File: config.mk
export PLATFORM = sky130hd
export DESIGN_NAME = uart_receiver_flat
export DESIGN_NICKNAME = d
export VERILOG_FILES = /design/src/rtl/uart_receiver_if.sv /design/src/rtl/uart_receiver.sv /design/src/flat_wrapper.sv
export SDC_FILE = /design/constraint.sdc
export NUM_CORES = 1
export LEC_CHECK = 0
export BUFFER_PORTS_ARGS = -buffer_cell sky130_fd_sc_hd__buf_2
export CAP_MARGIN = 15
export CORE_UTILIZATION = 55
export DETAILED_ROUTE_END_ITERATION = 10
export PLACE_DENSITY = 0.78
export REMOVE_ABC_BUFFERS = 1
export SYNTH_ARGS = -nofsm -noshare
export SYNTH_HDL_FRONTEND = slang
export SYNTH_SLANG_ARGS = --single-unit
File: constraint.sdc
create_clock -name clk -period 2.2 [get_ports clk]
set_input_delay 0.44 -clock clk [delete_from_list [all_inputs] [get_ports clk]]
set_output_delay 0.44 -clock clk [all_outputs]
set_load 0.1 [all_outputs]
File: src/rtl/uart_receiver_if.sv
// Receive-side bundle of the UART receiver: serial line in, byte/status out.
// master = the receiver driving the byte outputs; slave = line driver / byte consumer.
interface uart_receiver_if;
   logic       rx_line;
   logic [7:0] rx_data;
   logic       rx_valid;
   logic       frame_err;
   logic       rx_busy;

   modport master (
      input  rx_line,
      output rx_data, rx_valid, frame_err, rx_busy
   );

   modport slave (
      output rx_line,
      input  rx_data, rx_valid, frame_err, rx_busy
   );
endinterface

File: src/rtl/uart_receiver.sv
// 8N1 UART receiver, LSB first; samples each bit at its midpoint with a
// cycle-count bit timer and reports framing errors on a bad stop bit.
module uart_receiver #(
   parameter int CLKS_PER_BIT = 16
) (
   input  logic          clk,
   input  logic          reset,
   uart_receiver_if.master bus
);
   localparam int HALF = CLKS_PER_BIT / 2;
   localparam int CW   = $clog2(CLKS_PER_BIT);
   localparam logic [CW-1:0] CNT_LAST = CW'(CLKS_PER_BIT - 1);
   localparam logic [CW-1:0] CNT_HALF = CW'(HALF - 1);

   typedef enum logic [2:0] {
      IDLE,
      START,
      DATA,
      STOP,
      WAIT_IDLE
   } state_t;

   state_t        state, state_n;
   logic [CW-1:0] cnt, cnt_n;
   logic [2:0]    idx, idx_n;
   logic [7:0]    shreg, shreg_n;
   logic [7:0]    data_q, data_n;
   logic          valid_q, valid_n;
   logic          ferr_q, ferr_n;
   logic          sync1, sync2;
   logic          cnt_wrap;

   // Two-flop synchroniser; idles high so reset never looks like a start bit.
   always_ff @(posedge clk or negedge reset) begin
      if (!reset) begin
         sync1 <= 1'b1;
         sync2 <= 1'b1;
      end else begin
         sync1 <= bus.rx_line;
         sync2 <= sync1;
      end
   end

   always_ff @(posedge clk or negedge reset) begin
      if (!reset) begin
         state   <= IDLE;
         cnt     <= '0;
         idx     <= '0;
         shreg   <= '0;
         data_q  <= '0;
         valid_q <= 1'b0;
         ferr_q  <= 1'b0;
      end else begin
         state   <= state_n;
         cnt     <= cnt_n;
         idx     <= idx_n;
         shreg   <= shreg_n;
         data_q  <= data_n;
         valid_q <= valid_n;
         ferr_q  <= ferr_n;
      end
   end

   assign cnt_wrap = (cnt == CNT_LAST);

   always_comb begin
      state_n = state;
      cnt_n   = cnt + 1'b1;
      idx_n   = idx;
      shreg_n = shreg;
      data_n  = data_q;
      valid_n = 1'b0;
      ferr_n  = 1'b0;
      case (state)
         IDLE: begin
            cnt_n = '0;
            if (!sync2) state_n = START;
         end
         // Re-check the line half a bit in so short glitches are rejected.
         START: begin
            if (cnt == CNT_HALF) begin
               cnt_n   = '0;
               idx_n   = '0;
               state_n = sync2 ? IDLE : DATA;
            end
         end
         DATA: begin
            if (cnt_wrap) begin
               cnt_n   = '0;
               shreg_n = {sync2, shreg[7:1]};
               idx_n   = idx + 1'b1;
               if (idx == 3'd7) state_n = STOP;
            end
         end
         // Leaving at the stop-bit midpoint lets a back-to-back start bit be seen.
         STOP: begin
            if (cnt_wrap) begin
               cnt_n = '0;
               if (sync2) begin
                  data_n  = shreg;
                  valid_n = 1'b1;
                  state_n = IDLE;
               end else begin
                  ferr_n  = 1'b1;
                  state_n = WAIT_IDLE;
               end
            end
         end
         // A held-low (break) line must go high before another frame can start.
         WAIT_IDLE: begin
            cnt_n = '0;
            if (sync2) state_n = IDLE;
         end
         default: begin
            cnt_n   = '0;
            state_n = IDLE;
         end
      endcase
   end

   assign bus.rx_data   = data_q;
   assign bus.rx_valid  = valid_q;
   assign bus.frame_err = ferr_q;
   assign bus.rx_busy   = (state != IDLE);
endmodule

File: src/flat_wrapper.sv
// flat-port wrapper written by rule: the top's interface ports become plain ports
module uart_receiver_flat 
#(
   parameter int CLKS_PER_BIT = 16
)
  (clk, reset, bus_rx_line, bus_rx_data, bus_rx_valid, bus_frame_err, bus_rx_busy);
  uart_receiver_if bus_i ();
  input  logic clk;
  input  logic reset;
  input wire logic [$bits(bus_i.rx_line)-1:0] bus_rx_line;
  output wire logic [$bits(bus_i.rx_data)-1:0] bus_rx_data;
  output wire logic [$bits(bus_i.rx_valid)-1:0] bus_rx_valid;
  output wire logic [$bits(bus_i.frame_err)-1:0] bus_frame_err;
  output wire logic [$bits(bus_i.rx_busy)-1:0] bus_rx_busy;
  assign bus_i.rx_line = bus_rx_line;
  assign bus_rx_data = bus_i.rx_data;
  assign bus_rx_valid = bus_i.rx_valid;
  assign bus_frame_err = bus_i.frame_err;
  assign bus_rx_busy = bus_i.rx_busy;
  uart_receiver #(.CLKS_PER_BIT(CLKS_PER_BIT)) u_core (.clk(clk), .reset(reset), .bus(bus_i));
endmodule
After elaboration in Yosys (flattened, before gate mapping)
Index checks and enable logic that the tools add are counted.

word-level totals
  output and inout bits = 11
  bits of input ports = 3
  register bits after elaboration = 30
  logic and storage cells = 53

cells by class
  reductions and logical operators = 8
  mux-type cells = 21
  $add $sub $neg = 2
  equality and inequality tests = 13

operator list
  operator                                                count
  2-to-1 mux 3 bit                                        9
  one-hot mux 3 bit (5 select lines)                      1
  inequality test 2 x 1 -> 1 bit (second input constant)  5
  2-to-1 mux 4 bit                                        2
  one-hot mux 4 bit (2 select lines)                      1
  equality test 3 x 2 -> 1 bit (second input constant)    2
  equality test 3 bit (second input constant)             2
  2-to-1 mux 1 bit                                        6
  one-hot mux 3 bit (2 select lines)                      1
  AND reduction 3 bit                                     2
  AND reduction 6 bit                                     1
  adder 4 x 1 -> 4 bit (second input constant)            1
  equality test 4 x 3 -> 1 bit (second input constant)    1
  equality test 4 bit (second input constant)             1
  adder 3 x 1 -> 3 bit (second input constant)            1
  equality test 3 x 1 -> 1 bit (second input constant)    1
  logical NOT 3 bit                                       1
  nonzero test 3 bit                                      1
  2-to-1 mux 2 bit                                        1
  inequality test 2 bit (second input constant)           1
  AND reduction 2 bit                                     1
  nonzero test 2 bit                                      1
  OR reduction 2 bit                                      1

Longest topological paths before layout
  depth after elaboration = 4
  mapped depth = 5

Worst setup path before layout
No wires, ideal clock.

  path type = register to output
  from = register u_core.state[0]
  to = output port bus_rx_busy
  buffers on the path = 1
  slack = 0.532 ns
  stages on the path, launching flop included = 3
  data required time = 1.760 ns
  data arrival time = 1.228 ns
  cell sequence = dfrtp_1 > buf_4 > or3_1

between the ends
  word-level cells in the longest chain between the ends = 1

RTL lines
  item                    RTL line              text
  start, declared         uart_receiver.sv:23   state_t state, state_n;
  start signal, assigned  uart_receiver.sv:54   state <= state_n;
  nonzero test 3 bit      uart_receiver.sv:124  assign bus.rx_busy = (state != IDLE);
  end, declared           flat_wrapper.sv:14    output wire logic [$bits(bus_i.rx_busy)-1:0] bus_rx_busy;

No other way between the ends.

Worst setup path after layout
  from = register u_core.state[1]
  to = output port bus_rx_busy

The elaborated chain is that of the path after synthesis.

==> results.cfg <==
[worst_setup_path]
cp_data_arrival_time_ns = 1.51
rr_worst_depth = 4
reg2reg_to = u_core.bus.rx_data[6]
critPathSlowestCell = dfrtp_1
slowest_delay_ns = 0.49
path_cells = or3_1, buf_2
required_ns = 1.76
r2r_start = u_core.cnt[0]
r2r_setup_slack_ns = 0.39
endpoint_kind = output pin
crit_fanout = 9
startpoint_type = flop
critPathKind = reg -> out

[timing]
rsz0062_at_grt = no
fin_crit_ns = 1.95
worst-slew-pin-transition_ns = 0.635
drv_slew = 0
slew_headroom_pct = 57.7
fin_crit_sh_pct = 88.5
tns_ns = 0
finalHoldViolations = 0
fmax_mhz = 514
finClkSkew_ns = 0.0143
final-setup-viol-count = 0

[place]
dp_cells = 133
port_buffers = 13
place_congestion = 0.850
dpl.hpwl_um = 1370

[die]
dieWidth_um = 50.6
die_area_um2 = 2560
io_pins = 14
core-area_um2 = 2210
initial_core_util_pct = 58.8
rows = 17
die_h_um = 50.6

[synth]
ys_types = 34
synthArstFlopShare_pct = 100
synth-edff-count = 0
ys.warnings.count = 0
synth.avg_cell_area_um2 = 13.8
synth_seq_cells = 30
synth-seq-area-share_pct = 57.9
synthesis.instances = 94
synthFlopType = dfrtp_1
synth_area_um2 = 1300

[power]
power_density_nw_per_um2 = 969
peakVddDrop_uv = 606
cellLeakagePower_nw = 0.731

[final_layout]
fillers = 186
finalNetCount = 118
syn2layout_area_growth_pct = 10.8
diodes = 0
drive_gt1_share_pct = 39.8
final_common_cell = dfrtp_1
layout_common_cells = 28 x dfrtp_1, 17 x mux2_2, 13 x buf_2
final-instance-count-excl-fill = 141

[global_route]
grtUsageTotal_pct = 20.6
grt_start_max_net_pins = 31
antenna_found_initial = 0
grt_overflow = 0
grt_pass1_vias = 766
grt_pass1_wl_um = 3560

[drt]
wirelength_um = 2030
route.detailed.drc = 0
first_iter_violations = 7
routed-via-count = 790
first_pass_iters = 4
vias_per_cell = 5.60
drt-wirelength-per-cell_um = 14.4
ant_nets = 0

[cts]
post_cts_buffers = 0
clk_latency_ns = 0.33
clk_pin_slew_ns = 0.09
cts_max_path_buffers = 2
hold_buffers = 0
cts_htree_levels = 2
tritoncts = yes
root_buffer = clkbuf_4
ctsResizeCount = 0
cts_sinks = 30
cts_buffers = 5

[status]
status = finished, final reports clean

[run]
drv_cap = 0

[worst_hold_path]
hold_path_class = in -> async
-- sequential cells by signal (all words and copies together) (netlist names), 3 cells and up --
name and flops:
u_core.idx 3, u_core.bus.rx_data 8, u_core.state 3, u_core.shreg 8
u_core.cnt 4
-- report_power, final --
group	internal, W	total (W)	switching [W]
Combinational	0.000140	0.000336	0.000196
Clock	0.000157	0.000337	0.000180
Sequential	0.000619	0.000722	0.000103
-- how the worst max path moves through the flow --
stage	start	end	slack, ns	depth (start not counted)
final	u_core.state[1]	bus_rx_busy	0.25	2
after global routing	u_core.state[1]	bus_rx_busy	0.19	2
after CTS	u_core.state[1]	bus_rx_busy	0.25	2
after detailed placement	u_core.cnt[0]	u_core.bus.rx_data[7]	0.43	4
after global placement	u_core.cnt[0]	u_core.bus.rx_data[4]	0.47	4
after floorplan	u_core.cnt[0]	u_core.shreg[0]	0.41	4
-- critical path, delay by kind of cell (launching register included) --
family / cells / cell delay [ns]
buffers and inverters: 1 / 0.29
DFF: 1 / 0.49
and+or+nand+nor: 1 / 0.39
-- stage by stage --
stage               power [W]  instance area (um^2)  utilization (%)  setup slack, ns  hold slack [ns]
floorplan            0.000985                  1270                -            0.410            0.144
global placement      0.00105                  1380             62.4            0.470            0.348
detailed placement    0.00107                  1380             62.4            0.431            0.347
CTS                   0.00141                  1440             65.1            0.248            0.127
global route          0.00148                  1440             65.1            0.190            0.161
finish                0.00139                  1440             65.1            0.254            0.118
-- layer usage --
metal | wire (um) | track usage (%)
met2 | 928 | 28.4
met3 | 122 | 10.0
met1 | 933 | 25.7
met5 | 0 | 0
met4 | 46 | 12.5
-- synth_stat cells (2+ instances only) --
cell	count	area share [%]
mux2_2	17	15
or3_1	2	0.96
dfrtp_1	28	54
mux2i_1	2	1.5
dfstp_2	2	4.0
a211oi_1	2	1.2
inv_1	3	0.87
a22o_1	2	1.3
nor2_1	2	0.58
a21oi_1	3	1.2
nand2_1	4	1.2
ha_1	3	2.9
buf_4	3	1.7
-- logic make-up (layout without fill, tap and decap cells) --
family                   count (synthesis)  in the layout  synth area share (%)
flip-flops                              30             30                  57.9
AND/OR/NAND/NOR                         20             20                  10.8
multiplexers                            19             19                  16.3
AO/OA/AOI/OAI                           14             14                  7.99
buffers and inverters                    7             26                  3.46
adder cells (fa/ha/maj)                  3              3                  2.89
XOR/XNOR                                 1              1                 0.674
-- cell type report --
type                    instances  area (um^2)  share of cell area, %
clock buffers                   8         58.8                   4.08
inverters                       3         11.3                  0.782
multi-input cells              57          502                   34.8
flip-flops and latches         30          753                   52.3
well taps                      28         35.0                   2.43
repair buffers                 15         80.1                   5.56
(Power assumes the default switching activity.)
